`config.mk`:
```
export PLATFORM = sky130hd
export DESIGN_NAME = mult_div_unit
export DESIGN_NICKNAME = d
export VERILOG_FILES = /design/src/rtl/mdu_pkg.sv /design/src/rtl/mdu_negate.sv /design/src/rtl/mult_div_unit.sv
export SDC_FILE = /design/constraint.sdc
export NUM_CORES = 1
export LEC_CHECK = 0
export BUFFER_PORTS_ARGS = -buffer_cell sky130_fd_sc_hd__buf_2
export CAP_MARGIN = 15
export CORE_MARGIN = 2
export CORE_UTILIZATION = 55
export DETAILED_ROUTE_END_ITERATION = 10
export PLACE_DENSITY = 0.81
export SYNTH_ARGS = -nofsm -noshare
export SYNTH_HDL_FRONTEND = slang
export SYNTH_HIERARCHICAL = 1
export SYNTH_SLANG_ARGS = --single-unit
```
`constraint.sdc`:
```
create_clock -name clk -period 6.15 [get_ports clk]
set_clock_uncertainty 0.1 [all_clocks]
set_input_delay 0 -clock clk [delete_from_list [all_inputs] [get_ports clk]]
set_output_delay 0 -clock clk [all_outputs]
set_load 0.05 [all_outputs]
```
`src/rtl/mdu_pkg.sv`:
```
// Shared encodings and helpers for the multiply/divide unit.
package mdu_pkg;

    localparam logic [1:0] MDU_MULT  = 2'b00;
    localparam logic [1:0] MDU_MULTU = 2'b01;
    localparam logic [1:0] MDU_DIV   = 2'b10;
    localparam logic [1:0] MDU_DIVU  = 2'b11;

    typedef logic [1:0] mdu_state_t;
    localparam mdu_state_t ST_IDLE = 2'd0;
    localparam mdu_state_t ST_RUN  = 2'd1;
    localparam mdu_state_t ST_FIX  = 2'd2;
    localparam mdu_state_t ST_DONE = 2'd3;

    function automatic int clog2(input int value);
        int r;
        r = 0;
        while ((1 << r) < value) r++;
        return r;
    endfunction

endpackage

```
`src/rtl/mdu_negate.sv`:
```
// Conditional two's-complement negator used for operand magnitudes and result sign fix-up.
module mdu_negate #(
    parameter int W = 32
) (
    input  logic         neg_i,
    input  logic [W-1:0] a_i,
    output logic [W-1:0] y_o
);

    assign y_o = neg_i ? -a_i : a_i;

endmodule

```
`src/rtl/mult_div_unit.sv`:
```
// Multi-cycle MIPS MULT/MULTU/DIV/DIVU unit with HI/LO registers and MTHI/MTLO writes.
module mult_div_unit
    import mdu_pkg::*;
#(
    parameter int N = 32
) (
    input  logic         clk,
    input  logic         reset,
    input  logic         start_i,
    input  logic [1:0]   op_i,
    input  logic [N-1:0] rs_i,
    input  logic [N-1:0] rt_i,
    input  logic         hi_we_i,
    input  logic         lo_we_i,
    input  logic [N-1:0] wdata_i,
    output logic         busy_o,
    output logic         done_o,
    output logic         div_by_zero_o,
    output logic [N-1:0] hi_o,
    output logic [N-1:0] lo_o
);

    localparam int CW = clog2(N);
    localparam logic [CW-1:0] LAST = CW'(N - 1);

    mdu_state_t     state_q, state_d;
    logic [CW-1:0]  count_q, count_d;
    logic           is_div_q, is_div_d;
    logic           sign_x_q, sign_x_d;
    logic           sign_r_q, sign_r_d;
    logic           dbz_q, dbz_d;
    logic [N-1:0]   mcand_q, mcand_d;
    logic [N-1:0]   rs_raw_q, rs_raw_d;
    logic [2*N-1:0] acc_q, acc_d;
    logic [N-1:0]   hi_q, hi_d;
    logic [N-1:0]   lo_q, lo_d;

    logic           in_signed;
    logic [N-1:0]   abs_rs, abs_rt;
    logic [2*N-1:0] prod_fixed;
    logic [N-1:0]   quo_fixed, rem_fixed;
    logic           accepting, accept;
    logic [N:0]     mul_sum;
    logic [N:0]     div_sh;
    logic [N+1:0]   div_diff;
    logic [2*N-1:0] mul_next, div_next;

    assign in_signed = ~op_i[0];
    assign accepting = (state_q == ST_IDLE) || (state_q == ST_DONE);
    assign accept    = accepting && start_i;

    mdu_negate #(.W(N)) u_abs_rs (.neg_i(in_signed & rs_i[N-1]), .a_i(rs_i), .y_o(abs_rs));
    mdu_negate #(.W(N)) u_abs_rt (.neg_i(in_signed & rt_i[N-1]), .a_i(rt_i), .y_o(abs_rt));

    mdu_negate #(.W(2*N)) u_fix_prod (.neg_i(sign_x_q), .a_i(acc_q), .y_o(prod_fixed));
    mdu_negate #(.W(N)) u_fix_quo (.neg_i(sign_x_q), .a_i(acc_q[N-1:0]), .y_o(quo_fixed));
    mdu_negate #(.W(N)) u_fix_rem (.neg_i(sign_r_q), .a_i(acc_q[2*N-1:N]), .y_o(rem_fixed));

    // Multiply: add multiplicand into the upper half when the LSB is set, then shift right.
    // Divide: the accumulator holds {remainder, dividend/quotient}; shift left and try-subtract.
    always_comb begin
        mul_sum  = {1'b0, acc_q[2*N-1:N]} + (acc_q[0] ? {1'b0, mcand_q} : {(N+1){1'b0}});
        mul_next = {mul_sum, acc_q[N-1:1]};
        div_sh   = acc_q[2*N-1:N-1];
        div_diff = {1'b0, div_sh} - {2'b00, mcand_q};
        div_next = div_diff[N+1] ? {div_sh[N-1:0], acc_q[N-2:0], 1'b0}
                                 : {div_diff[N-1:0], acc_q[N-2:0], 1'b1};
    end

    always_comb begin
        state_d  = state_q;
        count_d  = count_q;
        is_div_d = is_div_q;
        sign_x_d = sign_x_q;
        sign_r_d = sign_r_q;
        dbz_d    = dbz_q;
        mcand_d  = mcand_q;
        rs_raw_d = rs_raw_q;
        acc_d    = acc_q;
        hi_d     = hi_q;
        lo_d     = lo_q;

        case (state_q)
            ST_RUN: begin
                acc_d   = is_div_q ? div_next : mul_next;
                count_d = count_q + CW'(1);
                if (count_q == LAST) state_d = ST_FIX;
            end
            ST_FIX: begin
                state_d = ST_DONE;
                if (is_div_q) begin
                    hi_d = dbz_q ? rs_raw_q : rem_fixed;
                    lo_d = dbz_q ? {N{1'b1}} : quo_fixed;
                end else begin
                    hi_d = prod_fixed[2*N-1:N];
                    lo_d = prod_fixed[N-1:0];
                end
            end
            default: begin
                state_d = ST_IDLE;
                if (accept) begin
                    state_d  = ST_RUN;
                    count_d  = '0;
                    is_div_d = op_i[1];
                    sign_x_d = in_signed & (rs_i[N-1] ^ rt_i[N-1]);
                    sign_r_d = in_signed & rs_i[N-1];
                    dbz_d    = op_i[1] & (rt_i == '0);
                    rs_raw_d = rs_i;
                    mcand_d  = op_i[1] ? abs_rt : abs_rs;
                    acc_d    = {{N{1'b0}}, (op_i[1] ? abs_rs : abs_rt)};
                end else begin
                    if (hi_we_i) hi_d = wdata_i;
                    if (lo_we_i) lo_d = wdata_i;
                end
            end
        endcase
    end

    always_ff @(posedge clk or negedge reset) begin
        if (!reset) begin
            state_q  <= ST_IDLE;
            count_q  <= '0;
            is_div_q <= 1'b0;
            sign_x_q <= 1'b0;
            sign_r_q <= 1'b0;
            dbz_q    <= 1'b0;
            mcand_q  <= '0;
            rs_raw_q <= '0;
            acc_q    <= '0;
            hi_q     <= '0;
            lo_q     <= '0;
        end else begin
            state_q  <= state_d;
            count_q  <= count_d;
            is_div_q <= is_div_d;
            sign_x_q <= sign_x_d;
            sign_r_q <= sign_r_d;
            dbz_q    <= dbz_d;
            mcand_q  <= mcand_d;
            rs_raw_q <= rs_raw_d;
            acc_q    <= acc_d;
            hi_q     <= hi_d;
            lo_q     <= lo_d;
        end
    end

    assign busy_o        = (state_q == ST_RUN) || (state_q == ST_FIX);
    assign done_o        = (state_q == ST_DONE);
    assign div_by_zero_o = done_o & dbz_q;
    assign hi_o          = hi_q;
    assign lo_o          = lo_q;

endmodule

```
==> reports/metrics.yaml <==
status:
  status: "finished, violations left"
  violations: "hold timing"
synth:
  ys.flop_type: "dfrtp_1"
  yosysMostFrequentCell: "nand2_1"
  synth_area_per_cell_um2: 8.260
  synth-edff-count: 0
  synthArstFlopShare: 1.000
  synth_seq_cells: 203
  ys_warn_count: 6
  synth_mux_area_frac: 0.09982
  synthSimpleGateAreaFrac: 0.1821
  ys_seq_area_frac: 0.2675
  synth_nets: 2478
  synth_top_area_share: 0.2675
  synth_area_mm2: 0.01899
  synth_fa_ha_area_frac: 0.05086
  netlist_instances: 2299
  synth_top_family_by_area: "compound AO/OA/AOI/OAI gates"
  synthTopCellsByArea: "dfrtp_1 (27%), xnor2_1 (9.7%), mux2i_1 (6.0%)"
  ys_types: 83
  synth-compound-area-share: 0.2464
  synth_common_cells: "nand2_1 (262), o21ai_0 (226), xnor2_1 (211), dfrtp_1 (203), a21oi_1 (160)"
  synth_top_area_cell: "dfrtp_1"
  synth_xor_area_frac: 0.1070
place:
  dp_hpwl_um: 48870
  dp_slack_ns: 2.027
  place_congestion: 0.9901
  portBuffers: 169
global_route:
  antenna_found_initial: 2
  grt_pass1_vias: 17990
  grt_max_degree: 113
  grt_pass1_wl_um: 103500
  grtUsageTotal: 0.3658
  grt-ovfl-total: 0
power_and_ir_drop:
  intPower_mw: 5.542
  leakagePower_nw: 9.131
  seqPwrFrac: 0.257
  switching_power_mw: 6.503
  finalPower_mw: 12.05
  power_density_mw_per_mm2: 550.3
  max-vdd-ir-drop_mv: 0.5543
  pwr-share-clk: 0.122
  power_frac_comb: 0.621
  swShare: 0.5399
drt:
  ant_nets: 0
  wl_per_cell_um: 22.83
  drt_wl_total_um: 67450
  drt_iter0_markers: 2665
  drc_errors: 0
  drtPass1Iterations: 7
  vias: 19370
  post_drt_via_cell_ratio: 6.555
cts:
  cts_tree: "done"
  insertion_delay_ns: 0.56
  cts.htree.levels: 1
  clockRootBuffer: "clkbuf_16"
  cts_resized: 0
  clock-sinks: 203
  clockBufferDepth: 3
  cts_buffers: 25
  cts_setup_buffers: 0
  clkTransAtPathRegs_ns: 0.07
  cts_hold_buf: 102
floorplan:
  boundaryPins: 170
  placementRows: 68
  core_mm2: 0.03429
  die_area_mm2: 0.03603
  initial_core_util: 0.5539
  die_w_um: 189.8
  chipHeight_um: 189.8
worst_setup_path:
  r2r_slack_ns: 1.57
  slowest_stage: "nor4_1"
  crit_chain: "buf_4 -> inv_1 -> ha_1 -> nand2b_1 -> nor4_1 -> nand4_1 -> o41ai_1 -> xnor2_1 -> nor2_1 -> a21oi_1 -> a21oi_1 -> o21ai_0 -> dlygate4sd3_1"
  crit_type: "reg -> reg"
  crit_path_end_kind: "flip-flop"
  critPathLaunchType: "flip-flop"
  arrival_ns: 4.97
  r2r_cells: 13
  max_stage_delay_ns: 0.83
  rr_endpoint: "hi_o[30]"
  path_max_fanout: 23
  reg2reg_from: "acc_q[0]"
  crit_path_frequent_cell: "a21oi_1"
  crit_required_ns: 6.54
sta:
  holdWs_ns: -0.04070
  fin_tns_setup_ns: 0
  worst_pin_slew_ns: 1.239
  finalCriticalPeriod_ns: 4.579
  setup_violations: 0
  fin_crit_sh: 0.7446
  fmax_mhz: 218.4
  grt_setup_unrepaired: "false"
  slew_violations: 0
  slew_headroom: 0.1664
  setup_slack_ns: 1.571
  hold_viol: 7
layout:
  final_layout_size_suffix_gt1_frac: 0.1473
  nNetsFinal: 2660
  post-route-util: 0.6384
  area_delta_synth_final_pct: 15.27
  ff_latch_area_mm2: 0.005086
  fillCellCount: 2895
  multi_input_area_mm2: 0.01307
job:
  maxCapViolCount: 0
hold_path:
  worstHoldPathType: "in -> async"
through the flow:
stage / hold WS, ns / instances / instance area (um2)
6_report: -0.04070 / 2955 / 21890
5_1_grt: 0.03417 / 2954 / 21890
4_1_cts: 0.01127 / 2950 / 21840
3_5_place_dp: 0.01778 / 2803 / 20020
3_3_place_gp: 0.01406 / 2803 / 20020
2_1_floorplan: -0.3956 / 2299 / 18990
how the worst max path moves through the flow:
stage | start | end | slack (ns)
floorplan | acc_q[0] | acc_q[55] | 3.09
global placement | state_q[1] | acc_q[61] | 2.10
detailed placement | state_q[1] | acc_q[60] | 2.03
CTS | acc_q[0] | hi_o[30] | 1.79
global route | acc_q[0] | hi_o[30] | 1.29
finish | acc_q[0] | hi_o[30] | 1.57
layout make-up:
| cell class | instances | share of cell area |
|---|---|---|
| multi-input cells | 1881 | 0.5970 |
| flip-flops and latches | 203 | 0.2324 |
| repair buffers | 293 | 0.09454 |
| clock buffers | 30 | 0.03127 |
| well taps | 455 | 0.02601 |
| inverters | 77 | 0.01320 |
| clock inverters | 15 | 0.005487 |
| diodes | 1 | 0.0001143 |
layer usage:
metal  up-vias  share of wire  track usage
met3       261           0.11      0.08910
met4         2          0.062       0.1974
li1       8787              -            -
met2      1158           0.43       0.5549
met1      9162           0.39       0.4809
met5         -        0.00027            0
kinds of logic (layout without fill, tap and decap cells):
family | after synthesis | in the layout
multiplexers | 181 | 181
adder cells (fa/ha/maj) | 76 | 76
AND/OR/NAND/NOR | 676 | 676
XOR/XNOR | 232 | 232
buffers and inverters | 215 | 415
AO/OA/AOI/OAI | 716 | 716
other | 0 | 1
flip-flops | 203 | 203
state kept, by name, summed over array words and instances, names as in the netlist:
| register | flops |
|---|---|
| dbz_q | 1 |
| state_q | 2 |
| sign_r_q | 1 |
| hi_o | 32 |
| count_q | 5 |
| rs_raw_q | 32 |
| mcand_q | 32 |
| acc_q | 64 |
| is_div_q | 1 |
| sign_x_q | 1 |
| lo_o | 32 |
power by group through the flow:
stage          combinational (mW)  clock, mW  sequential, mW
5_1_grt                      8.10       1.53            3.16
6_report                     7.49       1.47            3.09
3_5_place_dp                 7.17          0            3.05
2_1_floorplan                5.01          0            3.19
3_3_place_gp                 7.05          0            3.01
4_1_cts                      7.29       1.47            3.03
cell usage in the layout (no fill, tap or decap), types with 9 or more instances in the layout:
cell / instances
o21ai_1: 34
or4_4: 11
buf_2: 168
nor2b_1: 43
nand2_1: 261
xnor2_1: 211
a21o_1: 28
or3_1: 24
xor2_1: 21
o41ai_2: 12
inv_1: 77
mux2_2: 67
and2_1: 37
dfrtp_1: 200
nand3b_1: 12
ha_1: 72
nor4_1: 27
mux2i_1: 114
dlygate4sd3_1: 102
buf_4: 17
nand2b_1: 21
o21ai_0: 226
o22a_1: 33
nor3_1: 21
clkbuf_16: 25
o31ai_1: 54
a31oi_1: 9
nand4_1: 21
o41ai_1: 53
and3_1: 11
o211ai_1: 14
a22oi_1: 22
or2_2: 13
a21oi_1: 160
or4_1: 24
nor2_1: 93
nand3_1: 25
critical path, delay by kind of cell, from the launching register on:
family | cells | cell delay (ns)
buffers and inverters | 3 | 1.02
adder cells (fa/ha/maj) | 1 | 0.17
AND/OR/NAND/NOR | 4 | 1.49
AO/OA/AOI/OAI | 4 | 0.92
flip-flops | 1 | 0.63
XOR/XNOR | 1 | 0.17
Power figures use the tool's default switching activity.
